[src/rtl/mmio_led_pkg.sv]
// Shared definitions for the memory-mapped LED controller: register word
// offsets (memAddress[4:2]) and PWM constants. The PWM dimming feature is
// compiled in only when the LEDS_PWM_EN macro is defined.
package mmio_led_pkg;

    // Word offsets within the register window.
    typedef enum logic [2:0] {
        OFF_VALUE        = 3'd0,
        OFF_SET          = 3'd1,
        OFF_CLR          = 3'd2,
        OFF_BLINK_MASK   = 3'd3,
        OFF_BLINK_PERIOD = 3'd4,
        OFF_PWM_DUTY     = 3'd5,
        OFF_RSVD_6       = 3'd6,
        OFF_RSVD_7       = 3'd7
    } reg_off_e;

    localparam int             PWM_W        = 8;
    localparam logic [PWM_W-1:0] PWM_DUTY_RST = 8'hFF;

endpackage

[src/rtl/led_blink_timer.sv]
// Blink phase generator. With a zero period the phase is held high so that
// blinking LEDs stay steadily on; otherwise each phase lasts exactly `period`
// clocks. A restart pulse (BLINK_PERIOD write) re-aligns the counter so the
// next phase is a full "on" phase.
module led_blink_timer #(
    parameter int PERIOD_W = 24
) (
    input  logic                clk,
    input  logic                rst_n,
    input  logic [PERIOD_W-1:0] period,
    input  logic                restart,
    output logic                phase
);

    localparam logic [PERIOD_W-1:0] ONE = PERIOD_W'(1);

    logic [PERIOD_W-1:0] bcnt_q, bcnt_d;
    logic                phase_q, phase_d;

    // Next counter/phase value: hold, restart, count, or wrap-and-toggle.
    always_comb begin
        // NOTE: every variable gets a default before any branch, so no path can infer a latch.
        bcnt_d  = bcnt_q;
        phase_d = phase_q;
        if (restart || (period == '0)) begin
            bcnt_d  = '0;
            phase_d = 1'b1;
        end else if (bcnt_q == (period - ONE)) begin
            bcnt_d  = '0;
            phase_d = ~phase_q;
        end else begin
            bcnt_d  = bcnt_q + ONE;
        end
    end

    // Counter and phase registers.
    always_ff @(posedge clk or negedge rst_n) begin
        // NOTE: non-blocking assignments so every flop samples pre-edge values regardless of block order.
        if (!rst_n) begin
            bcnt_q  <= '0;
            phase_q <= 1'b1;
        end else begin
            bcnt_q  <= bcnt_d;
            phase_q <= phase_d;
        end
    end

    assign phase = phase_q;

endmodule

[src/rtl/mmio_led_ctrl.sv]
// Memory-mapped LED output controller: VALUE register with atomic SET/CLR,
// per-LED hardware blinking, registered readback and registered LED outputs.
// Optional global PWM dimming is enabled by defining LEDS_PWM_EN; without it
// the PWM_DUTY offset behaves as a reserved location.
module mmio_led_ctrl
    import mmio_led_pkg::*;
#(
    parameter int NUM_LEDS = 16,
    parameter int PERIOD_W = 24
) (
    input  logic                clk,
    input  logic                rst_n,
    input  logic [31:0]         writeData,
    input  logic                writeEnable,
    input  logic                readEnable,
    input  logic [31:0]         memAddress,
    output logic [31:0]         readData,
    output logic [NUM_LEDS-1:0] leds
);

    reg_off_e off;
    assign off = reg_off_e'(memAddress[4:2]);

    // Address bits outside the window and write-data bits above the widest
    // register are intentionally ignored.
    logic unused_bits;
    assign unused_bits = ^{memAddress[31:5], memAddress[1:0], writeData};

    logic [NUM_LEDS-1:0] value_q, value_d;
    logic [NUM_LEDS-1:0] mask_q, mask_d;
    logic [PERIOD_W-1:0] period_q, period_d;
    logic [NUM_LEDS-1:0] leds_q, leds_d;
    logic [31:0]         rdata_q, rdata_d;
    logic                restart;
    logic                phase;
    logic                pwm_on;

`ifdef LEDS_PWM_EN
    logic [PWM_W-1:0] duty_q, duty_d;
    logic [PWM_W-1:0] pcnt_q, pcnt_d;
`endif

    // Register-file write decode; narrower registers drop the upper data bits.
    always_comb begin
        value_d  = value_q;
        mask_d   = mask_q;
        period_d = period_q;
        restart  = 1'b0;
`ifdef LEDS_PWM_EN
        duty_d   = duty_q;
`endif
        if (writeEnable) begin
            case (off)
                OFF_VALUE:        value_d  = writeData[NUM_LEDS-1:0];
                OFF_SET:          value_d  = value_q | writeData[NUM_LEDS-1:0];
                OFF_CLR:          value_d  = value_q & ~writeData[NUM_LEDS-1:0];
                OFF_BLINK_MASK:   mask_d   = writeData[NUM_LEDS-1:0];
                OFF_BLINK_PERIOD: begin
                    period_d = writeData[PERIOD_W-1:0];
                    restart  = 1'b1;
                end
`ifdef LEDS_PWM_EN
                OFF_PWM_DUTY:     duty_d   = writeData[PWM_W-1:0];
`endif
                default: ;
            endcase
        end
    end

    // Read mux: load zero-extended register contents on a read strobe, else hold.
    always_comb begin
        rdata_d = rdata_q;
        if (readEnable) begin
            rdata_d = '0;
            case (off)
                OFF_VALUE:        rdata_d[NUM_LEDS-1:0] = value_q;
                OFF_BLINK_MASK:   rdata_d[NUM_LEDS-1:0] = mask_q;
                OFF_BLINK_PERIOD: rdata_d[PERIOD_W-1:0] = period_q;
`ifdef LEDS_PWM_EN
                OFF_PWM_DUTY:     rdata_d[PWM_W-1:0]    = duty_q;
`endif
                default: ;
            endcase
        end
    end

    led_blink_timer #(
        .PERIOD_W (PERIOD_W)
    ) u_blink (
        .clk     (clk),
        .rst_n   (rst_n),
        .period  (period_q),
        .restart (restart),
        .phase   (phase)
    );

`ifdef LEDS_PWM_EN
    // Free-running PWM counter and duty compare; 0xFF forces fully on.
    always_comb begin
        pcnt_d = pcnt_q + PWM_W'(1);
        pwm_on = (duty_q == PWM_DUTY_RST) | (pcnt_q < duty_q);
    end

    // PWM duty register and counter.
    always_ff @(posedge clk or negedge rst_n) begin
        if (!rst_n) begin
            duty_q <= PWM_DUTY_RST;
            pcnt_q <= '0;
        end else begin
            duty_q <= duty_d;
            pcnt_q <= pcnt_d;
        end
    end
`else
    assign pwm_on = 1'b1;
`endif

    // LED output function: blinking LEDs are forced off in the low phase.
    always_comb begin
        leds_d = value_q & ~(mask_q & {NUM_LEDS{~phase}}) & {NUM_LEDS{pwm_on}};
    end

    // Register file, read data and output pipeline register.
    always_ff @(posedge clk or negedge rst_n) begin
        if (!rst_n) begin
            value_q  <= '0;
            mask_q   <= '0;
            period_q <= '0;
            leds_q   <= '0;
            rdata_q  <= '0;
        end else begin
            value_q  <= value_d;
            mask_q   <= mask_d;
            period_q <= period_d;
            leds_q   <= leds_d;
            rdata_q  <= rdata_d;
        end
    end

    assign readData = rdata_q;
    assign leds     = leds_q;

endmodule
[config.mk]
export PLATFORM = sky130hd
export DESIGN_NAME = mmio_led_ctrl
export DESIGN_NICKNAME = d
export VERILOG_FILES = /design/src/rtl/mmio_led_pkg.sv /design/src/rtl/led_blink_timer.sv /design/src/rtl/mmio_led_ctrl.sv
export SDC_FILE = /design/constraint.sdc
export NUM_CORES = 1
export LEC_CHECK = 0
export ABC_AREA = 1
export ABC_CLOCK_PERIOD_IN_PS = 3600
export CORE_UTILIZATION = 40
export DETAILED_ROUTE_END_ITERATION = 10
export DONT_BUFFER_PORTS = 1
export MAX_ROUTING_LAYER = met4
export SYNTH_ARGS = -nofsm -noshare
export SYNTH_HDL_FRONTEND = slang
export SYNTH_HIERARCHICAL = 1
export SYNTH_SLANG_ARGS = --single-unit
[constraint.sdc]
create_clock -name clk -period 3.6 [get_ports clk]
set_clock_uncertainty 0.1 [all_clocks]
set_input_delay 0.36 -clock clk [delete_from_list [all_inputs] [get_ports clk]]
set_output_delay 0.36 -clock clk [all_outputs]
set_load 0.005 [all_outputs]
; Yosys cells after proc, flatten, opt, wreduce, memory -nomap -nowiden
; Cells that the tools add are included.
[word_totals]
out_inout_bits = 48
register_bits = 121
elab_cells = 38
input_bits = 68
[op_classes]
bitwise_logic = 7
n_reduce_logical = 8
n_eq_ne = 5
muxes = 9
addsub = 2
[ops]
columns = operator, n
row1 = $pmux W16 S3, 2
row2 = $and A16 B16 Y16, 3
row3 = $mux W24, 2
row4 = $not A16 Y16, 2
row5 = $add A24 B1 Y24 const B, 1
row6 = $eq A24 B24 Y1, 1
row7 = $logic_not A24 Y1, 1
row8 = $sub A24 B1 Y24 const B, 1
row9 = $or A16 B16 Y16, 1
row10 = $mux W8, 1
row11 = $eq A3 B2 Y1 const B, 2
row12 = $reduce_and A2 Y1, 3
row13 = $mux W1, 4
row14 = $eq A3 B1 Y1 const B, 1
row15 = $eq A3 B3 Y1 const B, 1
row16 = $logic_not A3 Y1, 1
row17 = $reduce_bool A3 Y1, 1
row18 = $reduce_bool A2 Y1, 1
row19 = $logic_or A1 B1 Y1, 1
row20 = $not A1 Y1, 1

; Logic depth before layout (Yosys ltp)
; Gate-level depths: netlist of the first run.
[logic_depth]
ltp_word = 5
depth_mapped = 16
ltp_nobuf = 16

; Cells and area by module
; Netlist of the first run, hierarchy kept.
[by_module_without_submodules]
columns = module, n_inst, area_per_inst_um2, cells_per_inst, seq_area_each_um2
row1 = mmio_led_ctrl, 1, 4349.2, 501, 2402.3
row2 = led_blink_timer, 1, 2428.6, 378, 626.9

; Worst setup path after synthesis of the first run
; Ideal clock, no wire load.
[synth_path]
kind = reg-to-reg
startpoint = register period_q[0]
endpoint = register u_blink.bcnt_q[10]
arrival_ns = 1.992
slack_ns = 1.388
stages_incl_launch_ff = 15
period_less_slack_ns = 2.212
path_buffers = 1
required_time_ns = 3.379
setup_time_ns = 0.121
path_cell_list = dfrtp_1 -> inv_2 -> ha_1 -> nand3_4 -> nor2_4 -> nand2_1 -> nand2_1 -> nand2_1 -> nor2_1 -> nand2_1 -> nor2_2 -> nand3_2 -> o21ai_4 -> buf_6 -> nor2_2
[synth_between]
elab_chain_cells = 4
elab_cells_between_ends = 6
classes_between = 1 x add/sub / 1 x eq/ne / 2 x mux / 2 x reduce/logical
[synth_rtl]
columns = item, line
row1 = start: declaration, mmio_led_ctrl.sv:31  ; logic [PERIOD_W-1:0] period_q, period_d;
row2 = start signal: assignment, mmio_led_ctrl.sv:134  ; period_q <= period_d;
row3 = $sub A24 B1 Y24, led_blink_timer.sv:28  ; end else if (bcnt_q == (period - ONE)) begin
row4 = $eq A24 B24 Y1, led_blink_timer.sv:28
row5 = $mux W24, led_blink_timer.sv:28
row6 = $mux W24 *, led_blink_timer.sv:25  ; if (restart || (period == '0)) begin
row7 = net u_blink.bcnt_d[10], led_blink_timer.sv:17  ; logic [PERIOD_W-1:0] bcnt_q, bcnt_d;
row8 = end signal: assignment, led_blink_timer.sv:43  ; bcnt_q <= bcnt_d;
row9 = end: declaration, led_blink_timer.sv:17
; The timed path passes the listed nets; every way through them passes the cells marked *.
; A chain may end at the register's enable or synchronous reset.

; Final worst setup path of the first run
[layout_path]
startpoint = register period_q[0]
endpoint = register u_blink.bcnt_q[23]
; The elaborated chain is that of the path after synthesis.

==> results of run 1 <==
## cells by family after synthesis
family                     Yosys count
DFF                                121
xor gates and xnor gates            37
adders and majority gates            2
AOI/OAI and AO/OA                   65
and+or+nand+nor                    516
other                                1
buffers and inverters              137
## per-layer routing
metal	global-route usage, %	wire, µm	vias to the layer above
met1	27.3	7990	2597
met3	5.38	835	26
met4	8.56	366	0
li1	-	-	2818
met2	33.6	7960	117
met5	-	0	-
## state kept, by name, indices dropped and copies added (netlist names)
| signal | cells |
|---|---|
| readData | 24 |
| u_blink/bcnt_q | 24 |
| value_q | 16 |
| leds | 16 |
| u_blink/phase | 1 |
| period_q | 24 |
| mask_q | 16 |
## synthesized netlist by cell type, types with 5 or more instances
| cell | instances | area, µm² |
|---|---|---|
| inv_2 | 7 | 26.3 |
| nor2_2 | 27 | 169 |
| nor2_4 | 7 | 78.8 |
| buf_4 | 17 | 128 |
| nand2_1 | 275 | 1030 |
| nor2_1 | 54 | 203 |
| dfrtp_1 | 120 | 3000 |
| nand4_1 | 43 | 269 |
| a21boi_0 | 16 | 120 |
| xnor2_1 | 13 | 114 |
| inv_1 | 80 | 300 |
| nand3_1 | 92 | 460 |
| o21ai_0 | 13 | 65.1 |
| xor2_1 | 24 | 210 |
| o21ai_1 | 32 | 160 |
| buf_6 | 5 | 56.3 |
| clkbuf_1 | 6 | 22.5 |
| buf_2 | 17 | 85.1 |
| nor3_1 | 6 | 30.0 |
## area by class of cell
type,count,area (µm²),share of cell area [%]
Tap cell,220,275,3.55
Inverter,91,344,4.44
Sequential cell,121,3030,39.1
Multi-Input combinational cell,628,3130,40.4
Timing Repair Buffer,30,310,4.00
Clock buffer,19,443,5.72
Clock inverter,13,214,2.76
## worst max-delay path: cells and delay by family (launching register included)
kind | cells | cell delay [ps]
AND/OR/NAND/NOR | 9 | 970
buffers and inverters | 3 | 560
flip-flops | 1 | 420
AO/OA/AOI/OAI | 1 | 290
adder cells (fa/ha/maj) | 1 | 240
## power by group
group	internal (mW)	switching (mW)	total (mW)
clock	1.25	0.654	1.91
combinational	0.316	0.502	0.819
sequential	1.57	0.239	1.81
total	3.14	1.40	4.54
## path summary, 6_finish.rpt
check | startpoint | end | slack (ps) | cells after the start
max in group asynchronous | rst_n | u_blink/bcnt_q[11] | 2460 | 2
max | period_q[0] | u_blink/bcnt_q[23] | 870 | 14
min | writeData[3] | value_q[3] | 20 | 3
min reg2reg | mask_q[1] | leds[1] | 390 | 1
max reg2reg | period_q[0] | u_blink/bcnt_q[23] | 870 | 14
min in group asynchronous | rst_n | readData[19] | 430 | 2
==> out/qor.yml, run 1 <==
timing:
  timing.final.ws_setup_ps: 873
  tns_ps: 0
  timing.final.crit_period_ps: 2730
  relSlewSlack_pct: 32.3
  rsz0062_at_grt: "false"
  clock.fmax_ghz: 0.367
  setup_viol: 0
  slew_violations: 0
  finalCritPeriodShare_pct: 75.7
  worst_pin_slew_ps: 1010
  finalHoldViolCount: 0
  holdWs_ps: 15.5
synthesis:
  synthFlopType: "dfrtp_1"
  synthCells: 879
  synth.ff_latch_count: 121
  yosys.area_share.simple_pct: 35.0
  ys.warnings.count: 6
  synthAdderAreaFrac_pct: 0.369
  postSynthAreaPerCell_um2: 7.71
  ys_seq_area_share_pct: 44.7
  syn_area_um2: 6780
  synth_mux_area_share_pct: 0
  synth_compound_area_share_pct: 5.69
  synth.distinct_cells: 34
  synth-edff-count: 0
  async_reset_ff_share_pct: 100
  synth_xor_area_share_pct: 4.78
  synth_top_family_by_area: "simple AND/OR/NAND/NOR gates"
placed_design:
  hpwl_mm: 11.2
  pre_cts_ws_ps: 845
  place_area_um2: 6810
  place_congestion: 0.853
  place_inst: 1063
  port_buffers: 0
cts:
  cts_resized: 0
  cts-buffers-inserted: 17
  clk_path_buf_depth: 2
  ctsRootBufferMaster: "clkbuf_16"
  cts.sink_count: 121
  cts_tree: "yes"
  ctsHoldBuffers: 27
  ctsHtreeMaxLevel: 4
  clock_latency_ps: 430
  clk_pin_slew_worst_paths_ps: 60
  cts_setup_buffers: 0
cells_and_area:
  layout.cells.non_filler: 1122
  drive_gt1_share_pct: 9.87
  fill_cells: 1690
  fin_area_um2: 7750
  final_util_pct: 46.7
  final_cell_mix: "nand2_1 (275), dfrtp_1 (120), nand3_1 (92)"
  final_common_cell: "nand2_1"
  antenna_cells: 0
  syn2layout_area_growth_pct: 14.3
  final_nets: 959
route:
  drt_iter0_drc: 337
  antenna_left: 0
  vias_per_cell: 4.95
  vias: 5558
  wl_per_cell_um: 15.3
  wl_mm: 17.1
  drtPass1Iterations: 5
  drc_errors: 0
worst_setup_path:
  crit_chain: "inv_2, ha_1, nand3_4, nor2_4, nand3_1, nand2_1, nand2_1, nand2_1, nand3_1, inv_2, nand2_1, o21ai_4, buf_4, nor2_1"
  crit_type: "reg2reg"
  critPathLaunchType: "flop"
  path_max_fanout: 18
  cp.arrival_ps: 2930
  endpoint_kind: "flop"
  crit_required_ps: 3800
  slowest_delay_ps: 420
  crit_slowest_cell: "dfrtp_1"
  cpMostUsedCell: "nand2_1"
global_route:
  gr-total-overflow: 0
  grt_pass1_vias: 5517
  antenna_found_initial: 0
  grt_first_pass_wirelength_mm: 28.6
  grt_usage_pct: 21.7
  grt_start_max_net_pins: 122
power_and_ir_drop:
  leakage_nw: 3.77
  finalPower_mw: 4.54
  p_per_area_nw_per_um2: 586
  ir_drop_v: 0.000362
die:
  placeableCoreArea_um2: 16600
  initial_core_util_pct: 40.9
  ios: 116
  die_h_um: 132
  die_area_um2: 17500
  die_w_um: 132
  rows: 47
worst_hold_path:
  hold_class: "in2reg"
status:
  outcome: "finished clean"
flow_run:
  maxCapViolations: 0
(Power assumes the default switching activity.)
==> run 2, diff against run 1 <==
ABC_CLOCK_PERIOD_IN_PS = 2700   (was 3600)
clock period = 2.7 ns   (was 3.6 ns; I/O delays follow)
==> run 2 against run 1 <==
Against the previous run: the run now ends with negative hold slack left; clock power increased by 37%; sequential power increased by 34%; setup slack got worse by 650 ps; critical path type unchanged.
==> out/qor.yml, run 2 (same netlist as run 1, synthesis figures left out) <==
status:
  outcome: "complete, but fails checks"
  violations: "negative hold slack"
cts:
  cts-buffers-inserted: 17
  ctsRootBufferMaster: "clkbuf_16"
  ctsHtreeMaxLevel: 4
  clk_pin_slew_worst_paths_ps: 60
  cts_resized: 0
  cts_tree: "yes"
  clock_latency_ps: 440
  clk_path_buf_depth: 2
  cts_setup_buffers: 0
  cts.sink_count: 121
  ctsHoldBuffers: 27
cells_and_area:
  final_nets: 962
  final_common_cell: "nand2_1"
  drive_gt1_share_pct: 10.2
  antenna_cells: 0
  final_cell_mix: "nand2_1 (275), dfrtp_1 (120), nand3_1 (92)"
  syn2layout_area_growth_pct: 14.9
  layout.cells.non_filler: 1125
placed_design:
  hpwl_mm: 11.4
  port_buffers: 0
  place_congestion: 0.873
  place_inst: 1066
global_route:
  gr-total-overflow: 0
  grt_start_max_net_pins: 122
  antenna_found_initial: 0
  grt_first_pass_wirelength_mm: 27.8
  grt_pass1_vias: 5293
  grt_usage_pct: 21.2
worst_setup_path:
  r2r_cells: 9
  endpoint_kind: "flop"
  cp.arrival_ps: 2690
  crit_chain: "ha_1, nand4_1, nor2_1, nand3_1, nor3_1, nand4_1, nor2_1, xor2_1, nor2_2"
  path_max_fanout: 5
  crit_slowest_cell: "dfrtp_1"
  crit_type: "reg2reg"
  slowest_delay_ps: 420
  critPathLaunchType: "flop"
  crit_required_ps: 2920
die:
  die_h_um: 132
  die_w_um: 132
  initial_core_util_pct: 40.9
  placeableCoreArea_um2: 16600
  ios: 116
  die_area_um2: 17500
  rows: 47
timing:
  finalCritPeriodShare_pct: 91.7
  setup_viol: 0
  clock.fmax_ghz: 0.404
  worst_pin_slew_ps: 973
  rsz0062_at_grt: "false"
  tns_ps: 0
  timing.final.crit_period_ps: 2480
  relSlewSlack_pct: 34.9
  holdWs_ps: -567
  slew_violations: 0
  finalHoldViolCount: 121
route:
  wl_per_cell_um: 15.0
  drtPass1Iterations: 5
  antenna_left: 0
  drc_errors: 0
  vias_per_cell: 4.96
  drt_iter0_drc: 313
  vias: 5582
  wl_mm: 16.9
power_and_ir_drop:
  p_per_area_nw_per_um2: 782
  leakage_nw: 3.78
  ir_drop_v: 0.000496
flow_run:
  maxCapViolations: 0
worst_hold_path:
  hold_class: "in2async"
==> run 2: worst max-delay path: cells and delay by family, from the launching register on <==
family,cells,cell delay (ps)
adder cells (fa/ha/maj),1,240
XOR/XNOR,1,180
flip-flops,1,420
AND/OR/NAND/NOR,7,1430
==> run 2: final timing paths <==
check | from | to | slack [ps]
max | u_blink/bcnt_q[0] | u_blink/bcnt_q[20] | 220
min | rst_n | readData[21] | -570
max reg2reg | u_blink/bcnt_q[0] | u_blink/bcnt_q[20] | 220
min reg2reg | mask_q[2] | leds[2] | 380
max in group asynchronous | rst_n | u_blink/bcnt_q[14] | 2780
min in group clk | memAddress[4] | readData[11] | 10
==> run 2: cell type report <==
type                    instances  area, µm²
clock buffers                  20        467
fillers                      1694       8800
flip-flops and latches        121       3030
repair buffers                 33        328
multi-input cells             628       3130
inverters                      91        344
clock inverters                12        208
well taps                     220        275
==> run 2: power by group <==
part | internal [mW] | switching, mW | total, mW | leakage, nW
Clock | 1.72 | 0.891 | 2.61 | 0.320
Combinational | 0.423 | 0.640 | 1.06 | 1.92
Sequential | 2.10 | 0.316 | 2.42 | 1.54
==> run 2: metal layers <==
layer	track usage, %	up-vias	wire [µm]
met4	8.05	0	354
met1	27.2	2595	7840
met2	32.6	126	7870
met3	4.73	26	832
li1	-	2835	-
met5	-	-	0
==> run 2: per-stage QoR <==
stage | hold WS, ps | area, µm² | utilization (%) | worst slack [ps] | power, mW
4_1_cts | -580 | 7780 | 46.9 | 235 | 6.14
3_5_place_dp | -122 | 6840 | 41.2 | 234 | 3.46
5_1_grt | -581 | 7780 | 46.9 | 23.9 | 6.41
6_report | -567 | 7780 | 46.9 | 225 | 6.09
2_1_floorplan | -126 | 6800 | - | 488 | 3.24
3_3_place_gp | -122 | 6840 | 41.2 | 291 | 3.44
==> run 3, diff against run 2 <==
ABC_AREA = unset   (was 1)
==> run 3 against run 2 <==
Against the previous run: the flow finishes with violations (negative hold slack, negative setup slack); global-route usage is 2.3 points higher; combinational power rose by 28%; first-iteration DRC count increased by 7.7%; wire length rose by 4.5%; final cell count fell by 19%; sequential share of layout area is 1.2 points lower; critical path type unchanged.
==> out/qor.yml, run 3 <==
route:
  vias: 5172
  antenna_left: 0
  wl_per_cell_um: 19.4
  vias_per_cell: 5.68
  wl_mm: 17.7
  drc_errors: 0
  drtPass1Iterations: 5
  drt_iter0_drc: 337
timing:
  clock.fmax_ghz: 0.359
  worst_pin_slew_ps: 699
  setup_viol: 24
  holdWs_ps: -546
  finalCritPeriodShare_pct: 103
  finalHoldViolCount: 121
  timing.final.crit_period_ps: 2790
  rsz0062_at_grt: "true"
  relSlewSlack_pct: 53.3
  timing.final.ws_setup_ps: -88.4
  slew_violations: 0
synthesis:
  yosys-top-cells-area: "dfrtp_1 (46%), xor2_1 (3.9%), mux2_2 (3.6%), nor3_1 (3.3%), mux2_1 (3.3%)"
  synthFlopType: "dfrtp_1"
  synth_commonest_cells: "dfrtp_1 (120), nor3_1 (43), a21oi_1 (34)"
  async_reset_ff_share_pct: 100
  syn_area_um2: 6540
  synth.distinct_cells: 70
  synth_most_common_cell: "dfrtp_1"
  ys_seq_area_share_pct: 46.3
  synth-edff-count: 0
  synth.ff_latch_count: 121
  synth_top_cell_by_area: "dfrtp_1"
  ys.warnings.count: 6
  postSynthAreaPerCell_um2: 10.6
  synthCells: 618
  synth_top_area_share_pct: 45.9
worst_setup_path:
  path_max_fanout: 6
  crit_required_ps: 2900
  crit_type: "reg2reg"
  rrSetupSlack_ps: -90
  critPathLaunchType: "flop"
  r2r_cells: 11
  cp.arrival_ps: 2990
  endpoint_kind: "flop"
cts:
  ctsHoldBuffers: 28
  clk_path_buf_depth: 2
  clock_latency_ps: 420
  cts.sink_count: 121
  cts_tree: "yes"
  ctsRootBufferMaster: "clkbuf_16"
  cts-buffers-inserted: 17
  ctsHtreeMaxLevel: 4
  clk_pin_slew_worst_paths_ps: 60
die:
  die_w_um: 130
  rows: 46
  die_h_um: 130
  placeableCoreArea_um2: 15900
  ios: 116
  die_area_um2: 16900
  initial_core_util_pct: 41.0
placed_design:
  place_congestion: 0.887
  port_buffers: 0
  hpwl_mm: 11.9
  place_area_um2: 7010
  pre_cts_ws_ps: -192
flow_run:
  maxCapViolations: 0
cells_and_area:
  drive_gt1_share_pct: 22.3
  syn2layout_area_growth_pct: 22.9
  antenna_cells: 0
  fin_area_um2: 8040
  final_common_cell: "dfrtp_1"
  fill_cells: 1417
  final_cell_mix: "dfrtp_1 (120), buf_4 (54), a21oi_1 (34)"
  final_nets: 755
power_and_ir_drop:
  ir_drop_v: 0.000492
  combinationalPowerShare_pct: 22.5
  switchingPower_mw: 1.74
  p_sw_share_pct: 28.8
  finalPower_mw: 6.04
  p_per_area_nw_per_um2: 751
  power_frac_seq_pct: 40.0
  clkPwrFrac_pct: 37.4
  intPower_mw: 4.30
  leakage_nw: 3.33
global_route:
  grt_usage_pct: 23.5
  antenna_found_initial: 0
  gr-total-overflow: 0
  grt_pass1_vias: 5343
  grt_first_pass_wirelength_mm: 28.8
  grt_start_max_net_pins: 122
status:
  violations: "negative hold slack, negative setup slack"
  outcome: "complete, but fails checks"
worst_hold_path:
  hold_class: "in2async"
[run 3: kinds of logic (layout without fill, tap and decap cells)]
kind of cell               after synthesis  in the layout  synth area share [%]
adders and majority gates                2              2                 0.382
DFF                                    121            121                  46.3
buffers and inverters                   60            130                  4.93
other                                    1              8                0.0573
AOI/OAI and AO/OA                      139            139                  13.9
xor gates and xnor gates                50             50                  6.91
muxes                                   42             42                  7.19
and+or+nand+nor                        203            203                  20.3
[run 3: power groups by stage]
| stage | Clock (mW) | Combinational [mW] | Sequential, mW |
|---|---|---|---|
| 6_report | 2.26 | 1.36 | 2.42 |
| 5_1_grt | 2.38 | 1.51 | 2.46 |
| 4_1_cts | 2.30 | 1.33 | 2.41 |
| 3_5_place_dp | 0 | 1.25 | 2.43 |
| 3_3_place_gp | 0 | 1.22 | 2.42 |
| 2_1_floorplan | 0 | 0.899 | 2.38 |
[run 3: critical path, cell delays in order (launching register included)]
cell and delay [ps]:
dfrtp_1 390, inv_1 60, ha_2 170, nor4b_4 280, nand2_4 100, or4_4 510
a2111oi_4 300, nand4b_1 180, nor4_4 190, buf_4 190, clkbuf_16 160, nor3_4 30
[run 3: timing repair]
action / 4_1_cts / 5_1_grt
cloned: 1 / 1
pin swaps: 2 / 3
endpoints found under the hold margin: 191 / 121
buffers inserted: 3 / 1
endpoints found under the setup margin: 25 / 25
resized for setup: 3 / 14
[run 3: path summary, 6_finish.rpt]
path,startpoint,endpoint
max in group asynchronous,rst_n,u_blink/phase
setup / recovery,period_q[0],u_blink/bcnt_q[0]
min in group clk,memAddress[2],readData[1]
hold / removal,rst_n,readData[16]
setup reg to reg,period_q[0],u_blink/bcnt_q[0]
hold reg to reg,mask_q[9],leds[9]
[run 3: routing by layer]
| metal | GRT usage (%) | share of wire [%] |
|---|---|---|
| met2 | 36.4 | 47 |
| met5 | - | 0 |
| met4 | 7.87 | 1.9 |
| met3 | 6.27 | 5.6 |
| met1 | 29.7 | 45 |
[run 3: cell type report]
type	count	area [µm²]	area share, %
well taps	216	270	3.36
inverters	16	60.1	0.747
clock buffers	21	460	5.73
clock inverters	8	123	1.53
flip-flops and latches	121	3030	37.7
multi-input cells	444	3350	41.7
repair buffers	85	746	9.28
[run 3: per-stage QoR]
stage / setup TNS [ps] / hold WS (ps) / util, % / cells
3_5_place_dp: -4210 / -123 / 44.0 / 848
3_3_place_gp: -2920 / -121 / 44.0 / 848
4_1_cts: -3060 / -563 / 49.9 / 909
6_report: -1700 / -546 / 50.4 / 911
5_1_grt: -5370 / -568 / 50.4 / 911
2_1_floorplan: -6510 / -126 / - / 625
